### src/rtl/hazard_stall_ctrl_if.sv
// Control bundle between the hazard/stall controller and the pipeline datapath.
// master = datapath side (drives decode info), slave = controller side.
interface hazard_stall_ctrl_if #(
  parameter int register_addr = 5,
  parameter int CNT_WIDTH     = 16
);
  logic                     mem_r_pip;
  logic [register_addr-1:0] wb_addr_pip;
  logic [register_addr-1:0] rs_id;
  logic [register_addr-1:0] rt_id;
  logic                     rt_used_id;
  logic                     mdu_start_id;
  logic                     branch_taken_ex;
  logic                     pc_en;
  logic                     if_id_en;
  logic                     id_ex_en;
  logic                     if_id_flush;
  logic                     id_ex_flush;
  logic                     ex_mem_flush;
  logic                     mdu_busy;
  logic [CNT_WIDTH-1:0]     stall_cnt;
  logic [CNT_WIDTH-1:0]     flush_cnt;

  modport master (
    output mem_r_pip, wb_addr_pip, rs_id, rt_id, rt_used_id, mdu_start_id, branch_taken_ex,
    input  pc_en, if_id_en, id_ex_en, if_id_flush, id_ex_flush, ex_mem_flush, mdu_busy,
           stall_cnt, flush_cnt
  );

  modport slave (
    input  mem_r_pip, wb_addr_pip, rs_id, rt_id, rt_used_id, mdu_start_id, branch_taken_ex,
    output pc_en, if_id_en, id_ex_en, if_id_flush, id_ex_flush, ex_mem_flush, mdu_busy,
           stall_cnt, flush_cnt
  );
endinterface

### src/rtl/hazard_stall_ctrl.sv
// Load-use stall, taken-branch flush and MDU freeze control for the 5-stage pipeline.
// Optional perf counters (stall_cnt/flush_cnt) are built when HAZARD_PERF_CNT_EN is defined.
module hazard_stall_ctrl #(
  parameter int register_addr = 5,
  parameter int MDU_LATENCY   = 4,
  parameter int CNT_WIDTH     = 16
) (
  input logic                clk,
  input logic                rst,
  hazard_stall_ctrl_if.slave bus
);
  localparam int CW = $clog2(MDU_LATENCY) + 1;
  localparam logic [CW-1:0]            CNT_LOAD = (MDU_LATENCY > 1) ? CW'(MDU_LATENCY - 2) : '0;
  localparam logic [register_addr-1:0] ZERO_REG = '0;

  typedef enum logic {RUN, MDU_BUSY} state_t;

  state_t        state_q, state_d;
  logic [CW-1:0] cnt_q, cnt_d;
  logic          load_use;
  logic          pc_en, if_id_en, id_ex_en;
  logic          if_id_flush, id_ex_flush, ex_mem_flush, mdu_busy;

  // r0 is hardwired zero, so a load targeting it never creates a dependency.
  assign load_use = bus.mem_r_pip && (bus.wb_addr_pip != ZERO_REG) &&
                    ((bus.wb_addr_pip == bus.rs_id) ||
                     (bus.rt_used_id && (bus.wb_addr_pip == bus.rt_id)));

  // NOTE: non-blocking assignments in clocked blocks so every flop samples pre-edge values.
  always_ff @(posedge clk or posedge rst) begin
    if (rst) begin
      state_q <= RUN;
      cnt_q   <= '0;
    end else begin
      state_q <= state_d;
      cnt_q   <= cnt_d;
    end
  end

  // NOTE: every output of this block gets a default first; a missed branch would infer a latch.
  always_comb begin
    state_d      = state_q;
    cnt_d        = cnt_q;
    pc_en        = 1'b1;
    if_id_en     = 1'b1;
    id_ex_en     = 1'b1;
    if_id_flush  = 1'b0;
    id_ex_flush  = 1'b0;
    ex_mem_flush = 1'b0;
    mdu_busy     = 1'b0;

    if (rst) begin
      pc_en        = 1'b0;
      if_id_en     = 1'b0;
      id_ex_en     = 1'b0;
      if_id_flush  = 1'b1;
      id_ex_flush  = 1'b1;
      ex_mem_flush = 1'b1;
    end else begin
      unique case (state_q)
        RUN: begin
          if (bus.branch_taken_ex) begin
            // Wrong-path instructions in IF/ID and ID/EX are squashed; PC loads the target.
            if_id_flush = 1'b1;
            id_ex_flush = 1'b1;
          end else if (load_use) begin
            pc_en       = 1'b0;
            if_id_en    = 1'b0;
            id_ex_flush = 1'b1;
          end else if (bus.mdu_start_id && (MDU_LATENCY > 1)) begin
            // The MDU op enters EX this cycle; the busy phase covers its remaining cycles.
            state_d = MDU_BUSY;
            cnt_d   = CNT_LOAD;
          end
        end
        MDU_BUSY: begin
          pc_en        = 1'b0;
          if_id_en     = 1'b0;
          id_ex_en     = 1'b0;
          ex_mem_flush = 1'b1;
          mdu_busy     = 1'b1;
          if (cnt_q == '0) state_d = RUN;
          else             cnt_d   = cnt_q - 1'b1;
        end
        default: state_d = RUN;
      endcase
    end
  end

  assign bus.pc_en        = pc_en;
  assign bus.if_id_en     = if_id_en;
  assign bus.id_ex_en     = id_ex_en;
  assign bus.if_id_flush  = if_id_flush;
  assign bus.id_ex_flush  = id_ex_flush;
  assign bus.ex_mem_flush = ex_mem_flush;
  assign bus.mdu_busy     = mdu_busy;

`ifdef HAZARD_PERF_CNT_EN
  logic [CNT_WIDTH-1:0] stall_q, flush_q;

  // Saturating counters: they stick at all-ones rather than wrapping.
  always_ff @(posedge clk or posedge rst) begin
    if (rst) begin
      stall_q <= '0;
      flush_q <= '0;
    end else begin
      if (!pc_en && (stall_q != '1))
        stall_q <= stall_q + 1'b1;
      if ((state_q == RUN) && bus.branch_taken_ex && (flush_q != '1))
        flush_q <= flush_q + 1'b1;
    end
  end

  assign bus.stall_cnt = stall_q;
  assign bus.flush_cnt = flush_q;
`else
  assign bus.stall_cnt = {CNT_WIDTH{1'b0}};
  assign bus.flush_cnt = {CNT_WIDTH{1'b0}};
`endif

endmodule

### src/flat_wrapper.sv
// flat-port wrapper written by rule: the top's interface ports become plain ports
module hazard_stall_ctrl_flat 
#(
  parameter int register_addr = 5,
  parameter int MDU_LATENCY   = 4,
  parameter int CNT_WIDTH     = 16
)
  (clk, rst, bus_mem_r_pip, bus_wb_addr_pip, bus_rs_id, bus_rt_id, bus_rt_used_id, bus_mdu_start_id, bus_branch_taken_ex, bus_pc_en, bus_if_id_en, bus_id_ex_en, bus_if_id_flush, bus_id_ex_flush, bus_ex_mem_flush, bus_mdu_busy, bus_stall_cnt, bus_flush_cnt);
  hazard_stall_ctrl_if #(.register_addr(register_addr), .CNT_WIDTH(CNT_WIDTH)) bus_i ();
  input logic clk;
  input logic rst;
  input wire logic [$bits(bus_i.mem_r_pip)-1:0] bus_mem_r_pip;
  input wire logic [$bits(bus_i.wb_addr_pip)-1:0] bus_wb_addr_pip;
  input wire logic [$bits(bus_i.rs_id)-1:0] bus_rs_id;
  input wire logic [$bits(bus_i.rt_id)-1:0] bus_rt_id;
  input wire logic [$bits(bus_i.rt_used_id)-1:0] bus_rt_used_id;
  input wire logic [$bits(bus_i.mdu_start_id)-1:0] bus_mdu_start_id;
  input wire logic [$bits(bus_i.branch_taken_ex)-1:0] bus_branch_taken_ex;
  output wire logic [$bits(bus_i.pc_en)-1:0] bus_pc_en;
  output wire logic [$bits(bus_i.if_id_en)-1:0] bus_if_id_en;
  output wire logic [$bits(bus_i.id_ex_en)-1:0] bus_id_ex_en;
  output wire logic [$bits(bus_i.if_id_flush)-1:0] bus_if_id_flush;
  output wire logic [$bits(bus_i.id_ex_flush)-1:0] bus_id_ex_flush;
  output wire logic [$bits(bus_i.ex_mem_flush)-1:0] bus_ex_mem_flush;
  output wire logic [$bits(bus_i.mdu_busy)-1:0] bus_mdu_busy;
  output wire logic [$bits(bus_i.stall_cnt)-1:0] bus_stall_cnt;
  output wire logic [$bits(bus_i.flush_cnt)-1:0] bus_flush_cnt;
  assign bus_i.mem_r_pip = bus_mem_r_pip;
  assign bus_i.wb_addr_pip = bus_wb_addr_pip;
  assign bus_i.rs_id = bus_rs_id;
  assign bus_i.rt_id = bus_rt_id;
  assign bus_i.rt_used_id = bus_rt_used_id;
  assign bus_i.mdu_start_id = bus_mdu_start_id;
  assign bus_i.branch_taken_ex = bus_branch_taken_ex;
  assign bus_pc_en = bus_i.pc_en;
  assign bus_if_id_en = bus_i.if_id_en;
  assign bus_id_ex_en = bus_i.id_ex_en;
  assign bus_if_id_flush = bus_i.if_id_flush;
  assign bus_id_ex_flush = bus_i.id_ex_flush;
  assign bus_ex_mem_flush = bus_i.ex_mem_flush;
  assign bus_mdu_busy = bus_i.mdu_busy;
  assign bus_stall_cnt = bus_i.stall_cnt;
  assign bus_flush_cnt = bus_i.flush_cnt;
  hazard_stall_ctrl #(.register_addr(register_addr), .MDU_LATENCY(MDU_LATENCY), .CNT_WIDTH(CNT_WIDTH)) u_core (.clk(clk), .rst(rst), .bus(bus_i));
endmodule
### config.mk
export PLATFORM = sky130hd
export DESIGN_NAME = hazard_stall_ctrl_flat
export DESIGN_NICKNAME = d
export VERILOG_FILES = /design/src/rtl/hazard_stall_ctrl_if.sv /design/src/rtl/hazard_stall_ctrl.sv /design/src/flat_wrapper.sv
export SDC_FILE = /design/constraint.sdc
export NUM_CORES = 1
export LEC_CHECK = 0
export BUFFER_PORTS_ARGS = -buffer_cell sky130_fd_sc_hd__buf_2
export CORE_ASPECT_RATIO = 0.8
export CORE_UTILIZATION = 30
export CTS_BUF_LIST = sky130_fd_sc_hd__clkbuf_16
export DETAILED_ROUTE_END_ITERATION = 16
export PLACE_DENSITY = 0.67
export SETUP_SLACK_MARGIN = 0.02
export SLEW_MARGIN = 20
export SYNTH_ARGS = -nofsm -noshare
export SYNTH_HDL_FRONTEND = slang
export SYNTH_SLANG_ARGS = --single-unit
### constraint.sdc
create_clock -name clk -period 3.8 [get_ports clk]
set_input_delay 0.76 -clock clk [delete_from_list [all_inputs] [get_ports clk]]
set_output_delay 0.76 -clock clk [all_outputs]
set_load 0.05 [all_outputs]
# After elaboration in Yosys (flattened, before gate mapping)
# Index checks and enable logic that the tools add are counted.
# word_totals
register_bits	4
input_bits	21
out_inout_bits	39
wordCells	44
# classes
add_sub_neg	1
n_eq_ne	6
mux	26
n_bitwise	2
n_reduce_logical	7
# op_table
cell	n
$mux 1	19
$mux 3	4
$eq 5x5->1	2
$ne 2x2->1 const B	4
$pmux 3 s2	1
$reduce_and 5->1	1
$reduce_bool 5->1	1
$pmux 1 s2	2
$logic_and 1x1->1	3
$logic_not 3->1	1
$sub 3x1->3 const B	1
$not 1->1	2
$logic_or 1x1->1	1

# Logic depth before layout (Yosys ltp)
# Gate-level depths: netlist of the first run.
# depth
ltp_word	8
mapped_depth	7
mapped_depth_nobuf	7

# Least setup slack after synthesis of the first run
# No wires, ideal clock.
# synth_path
kind	input -> output
startpoint	input port rst
endpoint	output port bus_pc_en
arrival_ns	3.293
required_time_ns	3.040
setup_slack_ns	-0.253
stages	4
path_buffers	1
path_cell_list	nor2_1 > inv_1 > a31oi_1 > buf_4
# synth_between
elab_chain_cells	1
# synth_lines
element	line	text
from (decl)	flat_wrapper.sv:11	input logic rst;
$mux 1	n/a	
to (decl)	flat_wrapper.sv:19	output wire logic [$bits(bus_i.pc_en)-1:0] bus_pc_en;
# Every way passes these cells.

# Final worst setup path of the first run
# layout_path
startpoint	input port bus_wb_addr_pip[1]
endpoint	output port bus_pc_en
# layout_between
elab_chain_cells	8
elab_cells_between_ends	11
cone_classes	eq/ne: 2; mux: 4; reduce/logical: 5
# layout_lines
element	line	text
from (decl)	flat_wrapper.sv:13	input wire logic [$bits(bus_i.wb_addr_pip)-1:0] bus_wb_addr_pip;
$eq 5x5->1	hazard_stall_ctrl.sv:27	(bus.rt_used_id && (bus.wb_addr_pip == bus.rt_id)));
$logic_and 1x1->1	hazard_stall_ctrl.sv:27	
$logic_or 1x1->1	hazard_stall_ctrl.sv:26	((bus.wb_addr_pip == bus.rs_id) ||
$logic_and 1x1->1 (*)	hazard_stall_ctrl.sv:25	assign load_use = bus.mem_r_pip && (bus.wb_addr_pip != ZERO_REG) &&
$mux 1 (*)	hazard_stall_ctrl.sv:66	end else if (load_use) begin
$mux 1 (*)	hazard_stall_ctrl.sv:62	if (bus.branch_taken_ex) begin
$pmux 1 s2 (*)	hazard_stall_ctrl.sv:60	unique case (state_q)
$mux 1 (*)	hazard_stall_ctrl.sv:52	if (rst) begin
# Mark *: on every way between the ends. The rest lies on a longest branch, timed or not.

==> results.sh, run 1 <==
export IMPL_clock_pin_slew_worst_setup_and_hold_paths_ps=30
export IMPL_synthTopCellsByCount="buf_4 (33), xnor2_1 (10), inv_1 (6)"
export IMPL_grt_max_degree=7
export IMPL_syn_cell_area_um2=652
export IMPL_post_place_cells=133
export IMPL_hold_buffers=0
export IMPL_critPathLaunchType="input pin"
export IMPL_root_buffer_selected_by_cts="clkbuf_16"
export IMPL_power_leakage_nw=0.413
export IMPL_sum_neg_setup_slack_ps=0
export IMPL_fin_crit_sh=0.756
export IMPL_htree_num_levels=1
export IMPL_dominantRegCellSynth="dfrtp_1"
export IMPL_upper_clock_frequency_limit_ghz=0.348
export IMPL_final_cell_count_no_fill=136
export IMPL_layout_area_overhead_vs_synth_pct=17.7
export IMPL_crit_path_max_fanout=3
export IMPL_finalSetupViolations=0
export IMPL_wire_length_of_the_first_global_routing_pass_um=2020
export IMPL_average_via_count_per_standard_cell=3.92
export IMPL_power_per_cell_area_nw_per_um2=698
export IMPL_cts_tree="built"
export IMPL_cts_made_buffers=3
export IMPL_dieWidth_um=54.1
export IMPL_critical_path_required_ps=3040
export IMPL_drt_initial_drc_count=3
export IMPL_rsz0062_at_grt="no"
export IMPL_hold_class="input pin to asynchronous set/reset pin"
export IMPL_timing_max_cap_violations=0
export IMPL_clkLatencyLatePin_ps=220
export IMPL_grt_total_usage=0.124
export IMPL_grt_overflow=0
export IMPL_initial_antenna_violation_count=0
export IMPL_synth_cells=84
export IMPL_cts_sinks=4
export IMPL_firstDrtPassIters=2
export IMPL_drt_wl_total_um=1180
export IMPL_floorplan_die_area_um2=2360
export IMPL_synth_most_common_cell="buf_4"
export IMPL_antenna_diode_count=0
export IMPL_outcome="finished, final reports clean"
export IMPL_syn_mean_instance_area_um2=7.76
export IMPL_ctsResizeCount=0
export IMPL_synth_area_top_cells="buf_4 (38%), dfrtp_1 (15%), xnor2_1 (13%)"
export IMPL_hold_viol_final=0
export IMPL_dr_total_vias=533
export IMPL_synth_cell_types=24
export IMPL_post_cts_setup_buffer_count=0
export IMPL_placementRows=14
export IMPL_nets=137
export IMPL_r2r_cells=6
export IMPL_number_of_pins_exceeding_their_max_slew_limit_in_the_final_report=0
export IMPL_remaining_drc_errors=0
export IMPL_placeableCoreArea_um2=1960
export IMPL_synth_top_cell_area_share=0.380
export IMPL_worst_clock_skew_ps=2.40
export IMPL_critical_path_endpoint_category="output pin"
export IMPL_die_height_um=43.7
export IMPL_grt_pass1_vias=502
export IMPL_start_util=0.332
export IMPL_gpl_final_weighted_congestion=0.792
export IMPL_io_buffers=27
export IMPL_share_of_synthesized_area_occupied_by_flip_flops_and_latches=0.154
export IMPL_dp_final_hpwl_um=1000
export IMPL_io_pin_count=60
export IMPL_critical_path_class="input pin to output pin"
export IMPL_synth_edff_count=0
export IMPL_cts_buffer_depth=2
export IMPL_number_of_storage_elements_in_the_synthesis_netlist=4
export IMPL_layout_cell_share_with_drive_strength_beyond_1=0.304
export IMPL_layout_min_cycle_time_ps=2870
export IMPL_arrival_ps=2110
export IMPL_final_antenna_net_count=0
export IMPL_yosysWarningCount=0
export IMPL_vdd_drop_max_mv=0.357
export IMPL_async_flop_share=1.00
export IMPL_drt_wirelength_per_cell_um=8.64
export IMPL_synth_top_area_cell="buf_4"
export IMPL_n_fill_cell=215
==> where the power goes <==
group,switching (W),internal (W)
combinational,0.000209,0.0000803
sequential,0.0000174,0.0000659
clock,0.0000283,0.000134
==> layout by cell type (no fill, tap or decap) <==
master / netlist / routed
nand4_1: 1 / 1
a21oi_2: 1 / 1
a31oi_2: 0 / 1
o31a_2: 1 / 1
conb_1: 1 / 32
a22oi_1: 1 / 1
o21ai_0: 1 / 1
o21a_1: 1 / 1
dfrtp_1: 4 / 4
ha_1: 2 / 2
buf_2: 0 / 27
a21oi_1: 2 / 2
a22o_2: 1 / 1
o22ai_1: 1 / 1
or4_1: 1 / 1
o21bai_1: 1 / 1
clkbuf_16: 0 / 3
xnor2_1: 10 / 10
nor2_1: 4 / 4
nand3_1: 1 / 1
nand2_1: 5 / 5
o31ai_1: 2 / 2
inv_1: 6 / 6
nand2b_1: 1 / 1
nor2b_1: 2 / 2
==> state kept, by name, summed over array words and instances, names as in the netlist <==
register	count
u_core.state_q	1
u_core.cnt_q	3
==> final timing paths <==
check,from,end,slack [ps]
min in group clk,u_core.cnt_q[2],u_core.cnt_q[2],490
hold reg to reg,u_core.cnt_q[2],u_core.cnt_q[2],490
hold / removal,rst,u_core.cnt_q[0],460
max in group asynchronous,rst,u_core.cnt_q[1],3160
setup reg to reg,u_core.cnt_q[0],u_core.cnt_q[1],2320
setup / recovery,bus_wb_addr_pip[1],bus_pc_en,930
==> worst max-delay path: stages <==
cell	delay [ps]
buf_2	120
or4_1	520
o21a_1	230
a31oi_2	200
buf_2	280
==> metrics by stage <==
stage / setup WS [ps] / util / area, um^2 / hold WS (ps) / power (W)
after floorplan: 69.2 / - / 774 / 459 / 0.000352
after global placement: 944 / 0.353 / 692 / 478 / 0.000367
after detailed placement: 929 / 0.353 / 692 / 488 / 0.000373
after CTS: 924 / 0.391 / 767 / 454 / 0.000539
after global routing: 844 / 0.391 / 767 / 475 / 0.000575
final: 927 / 0.391 / 767 / 456 / 0.000535
==> cell families (layout without fill, tap and decap cells) <==
logic type,count (synthesis),after routing,synth area share
buf+inv,39,36,0.415
simple gates,15,15,0.109
compound gates,13,13,0.144
xor+xnor,10,10,0.134
flops,4,4,0.154
fa+ha+maj,2,2,0.0384
other cells,1,32,0.00575
==> cell type report <==
type / instances / area, um^2 / area share
clock buffer: 3 / 75.1 / 0.0979
timing repair buffer: 27 / 135 / 0.176
inverter: 6 / 22.5 / 0.0294
sequential: 4 / 100 / 0.131
multi-input combinational: 72 / 404 / 0.527
tap: 24 / 30.0 / 0.0392
==> routing by layer <==
metal	GRT usage	wire, um	up-vias
met5	0	0	-
met3	0.0772	102	0
met2	0.190	579	23
li1	-	-	264
met1	0.140	493	246
met4	0.0462	0	0
(Power assumes the default switching activity.)
==> run 2, diff against run 1 <==
- PLACE_DENSITY: 0.67 -> 0.7
- clock period: 3.8 -> 2.5 ns (I/O delays scaled with it)
==> run 2 against run 1 <==
Against the previous run:
- total power rose by 54%
- highest routed layer is now met4
- critical endpoint is now bus_if_id_en
- die area stayed put
- utilization up 0.96 points
- largest power group unchanged
- sequential power increased by 54%
==> results.sh, run 2 (synthesis gave the netlist of run 1 again) <==
export IMPL_critical_path_class="input pin to output pin"
export IMPL_cts_buffer_depth=2
export IMPL_drt_initial_drc_count=3
export IMPL_drt_wl_total_um=1150
export IMPL_grt_overflow=0
export IMPL_layout_min_cycle_time_ps=2380
export IMPL_final_antenna_net_count=0
export IMPL_sum_neg_setup_slack_ps=0
export IMPL_gpl_final_weighted_congestion=0.776
export IMPL_rsz0062_at_grt="no"
export IMPL_grt_total_usage=0.115
export IMPL_root_buffer_selected_by_cts="clkbuf_16"
export IMPL_cts_tree="built"
export IMPL_hold_buffers=0
export IMPL_regMostFlops="u_core.cnt_q"
export IMPL_registers_with_the_most_flip_flops="u_core.cnt_q (3), u_core.state_q (1)"
export IMPL_placementRows=14
export IMPL_hold_viol_final=0
export IMPL_final_common_cell="conb_1"
export IMPL_number_of_pins_exceeding_their_max_slew_limit_in_the_final_report=0
export IMPL_htree_num_levels=1
export IMPL_start_util=0.332
export IMPL_critical_path_endpoint_category="output pin"
export IMPL_post_cts_setup_buffer_count=0
export IMPL_io_pin_count=60
export IMPL_critPathLaunchType="input pin"
export IMPL_wire_length_of_the_first_global_routing_pass_um=1870
export IMPL_placeableCoreArea_um2=1960
export IMPL_power_per_cell_area_nw_per_um2=1050
export IMPL_cts_made_buffers=3
export IMPL_grt_max_degree=7
export IMPL_final_cell_mix="conb_1 (32), buf_2 (27), xnor2_1 (10), inv_1 (6), nand2_1 (5)"
export IMPL_vdd_drop_max_mv=0.368
export IMPL_grt_pass1_vias=475
export IMPL_nets=138
export IMPL_cts_sinks=4
export IMPL_layout_cell_share_with_drive_strength_beyond_1=0.319
export IMPL_power_leakage_nw=0.419
export IMPL_clkLatencyLatePin_ps=220
export IMPL_layout_area_overhead_vs_synth_pct=20.5
export IMPL_antenna_diode_count=0
export IMPL_dr_total_vias=529
export IMPL_floorplan_die_area_um2=2360
export IMPL_ctsResizeCount=0
export IMPL_io_buffers=27
export IMPL_firstDrtPassIters=2
export IMPL_total_power_w=0.000825
export IMPL_largest_register_ff_count=3
export IMPL_fin_crit_sh=0.950
export IMPL_drt_wirelength_per_cell_um=8.39
export IMPL_initial_antenna_violation_count=0
export IMPL_critical_path_required_ps=2000
export IMPL_crit_path_max_fanout=3
export IMPL_upper_clock_frequency_limit_ghz=0.421
export IMPL_worst_clock_skew_ps=0.321
export IMPL_timing_max_cap_violations=0
export IMPL_n_fill_cell=206
export IMPL_average_via_count_per_standard_cell=3.86
export IMPL_final_hold_worst_slack_ps=204
export IMPL_hold_class="input pin to asynchronous set/reset pin"
export IMPL_die_height_um=43.7
export IMPL_clock_pin_slew_worst_setup_and_hold_paths_ps=30
export IMPL_arrival_ps=1880
export IMPL_outcome="finished, final reports clean"
export IMPL_finalSetupViolations=0
export IMPL_dp_final_hpwl_um=1010
export IMPL_dieWidth_um=54.1
export IMPL_remaining_drc_errors=0
[run 2: cell types whose count changed in the layout (fill, tap and decap cells not counted), sizes merged]
cell	before	now
buf	27	28
[run 2: report_power, final]
group	internal, W	leakage, nW	switching, W
Clock	0.000204	0.0370	0.0000387
Combinational	0.000129	0.335	0.000326
Sequential	0.000100	0.0468	0.0000278
[run 2: worst paths after layout]
path	endpoint	start	slack [ps]	cells after the start
setup reg to reg	u_core.cnt_q[1]	u_core.cnt_q[0]	1040	6
max in group asynchronous	u_core.cnt_q[0]	rst	2120	2
hold reg to reg	u_core.cnt_q[1]	u_core.cnt_q[1]	500	1
setup / recovery	bus_if_id_en	bus_wb_addr_pip[1]	120	5
min in group clk	u_core.cnt_q[1]	u_core.cnt_q[1]	500	1
hold / removal	u_core.state_q	rst	200	2
[run 2: worst max-delay path, cell delays in order]
cell and delay (ps):
buf_2 120, or4_1 520, o21a_1 250, a31oi_4 200, buf_2 290
[run 2: per-layer routing]
layer | share of wire | wire length (um) | global-route usage | up-vias
li1 | - | - | - | 267
met1 | 0.41 | 468 | 0.121 | 234
met2 | 0.50 | 573 | 0.190 | 26
met3 | 0.084 | 97 | 0.0526 | 2
met4 | 0.0096 | 11 | 0.0615 | 0
met5 | 0 | 0 | 0 | -
[run 2: metrics by stage]
stage                     cells  worst slack (ps)  area, um^2   util
after floorplan             115              -132         786      -
after global placement      134               139         711  0.362
after detailed placement    134               126         711  0.362
after CTS                   137               119         786  0.401
after global routing        137              65.0         786  0.401
final                       137               125         786  0.401
[run 2: area by class of cell]
class | count | area (um^2) | area share
Clock buffer | 3 | 75.1 | 0.0955
Inverter | 6 | 22.5 | 0.0287
Multi-Input combinational cell | 72 | 415 | 0.529
Sequential cell | 4 | 100 | 0.127
Tap cell | 24 | 30.0 | 0.0382
Timing Repair Buffer | 28 | 143 | 0.182
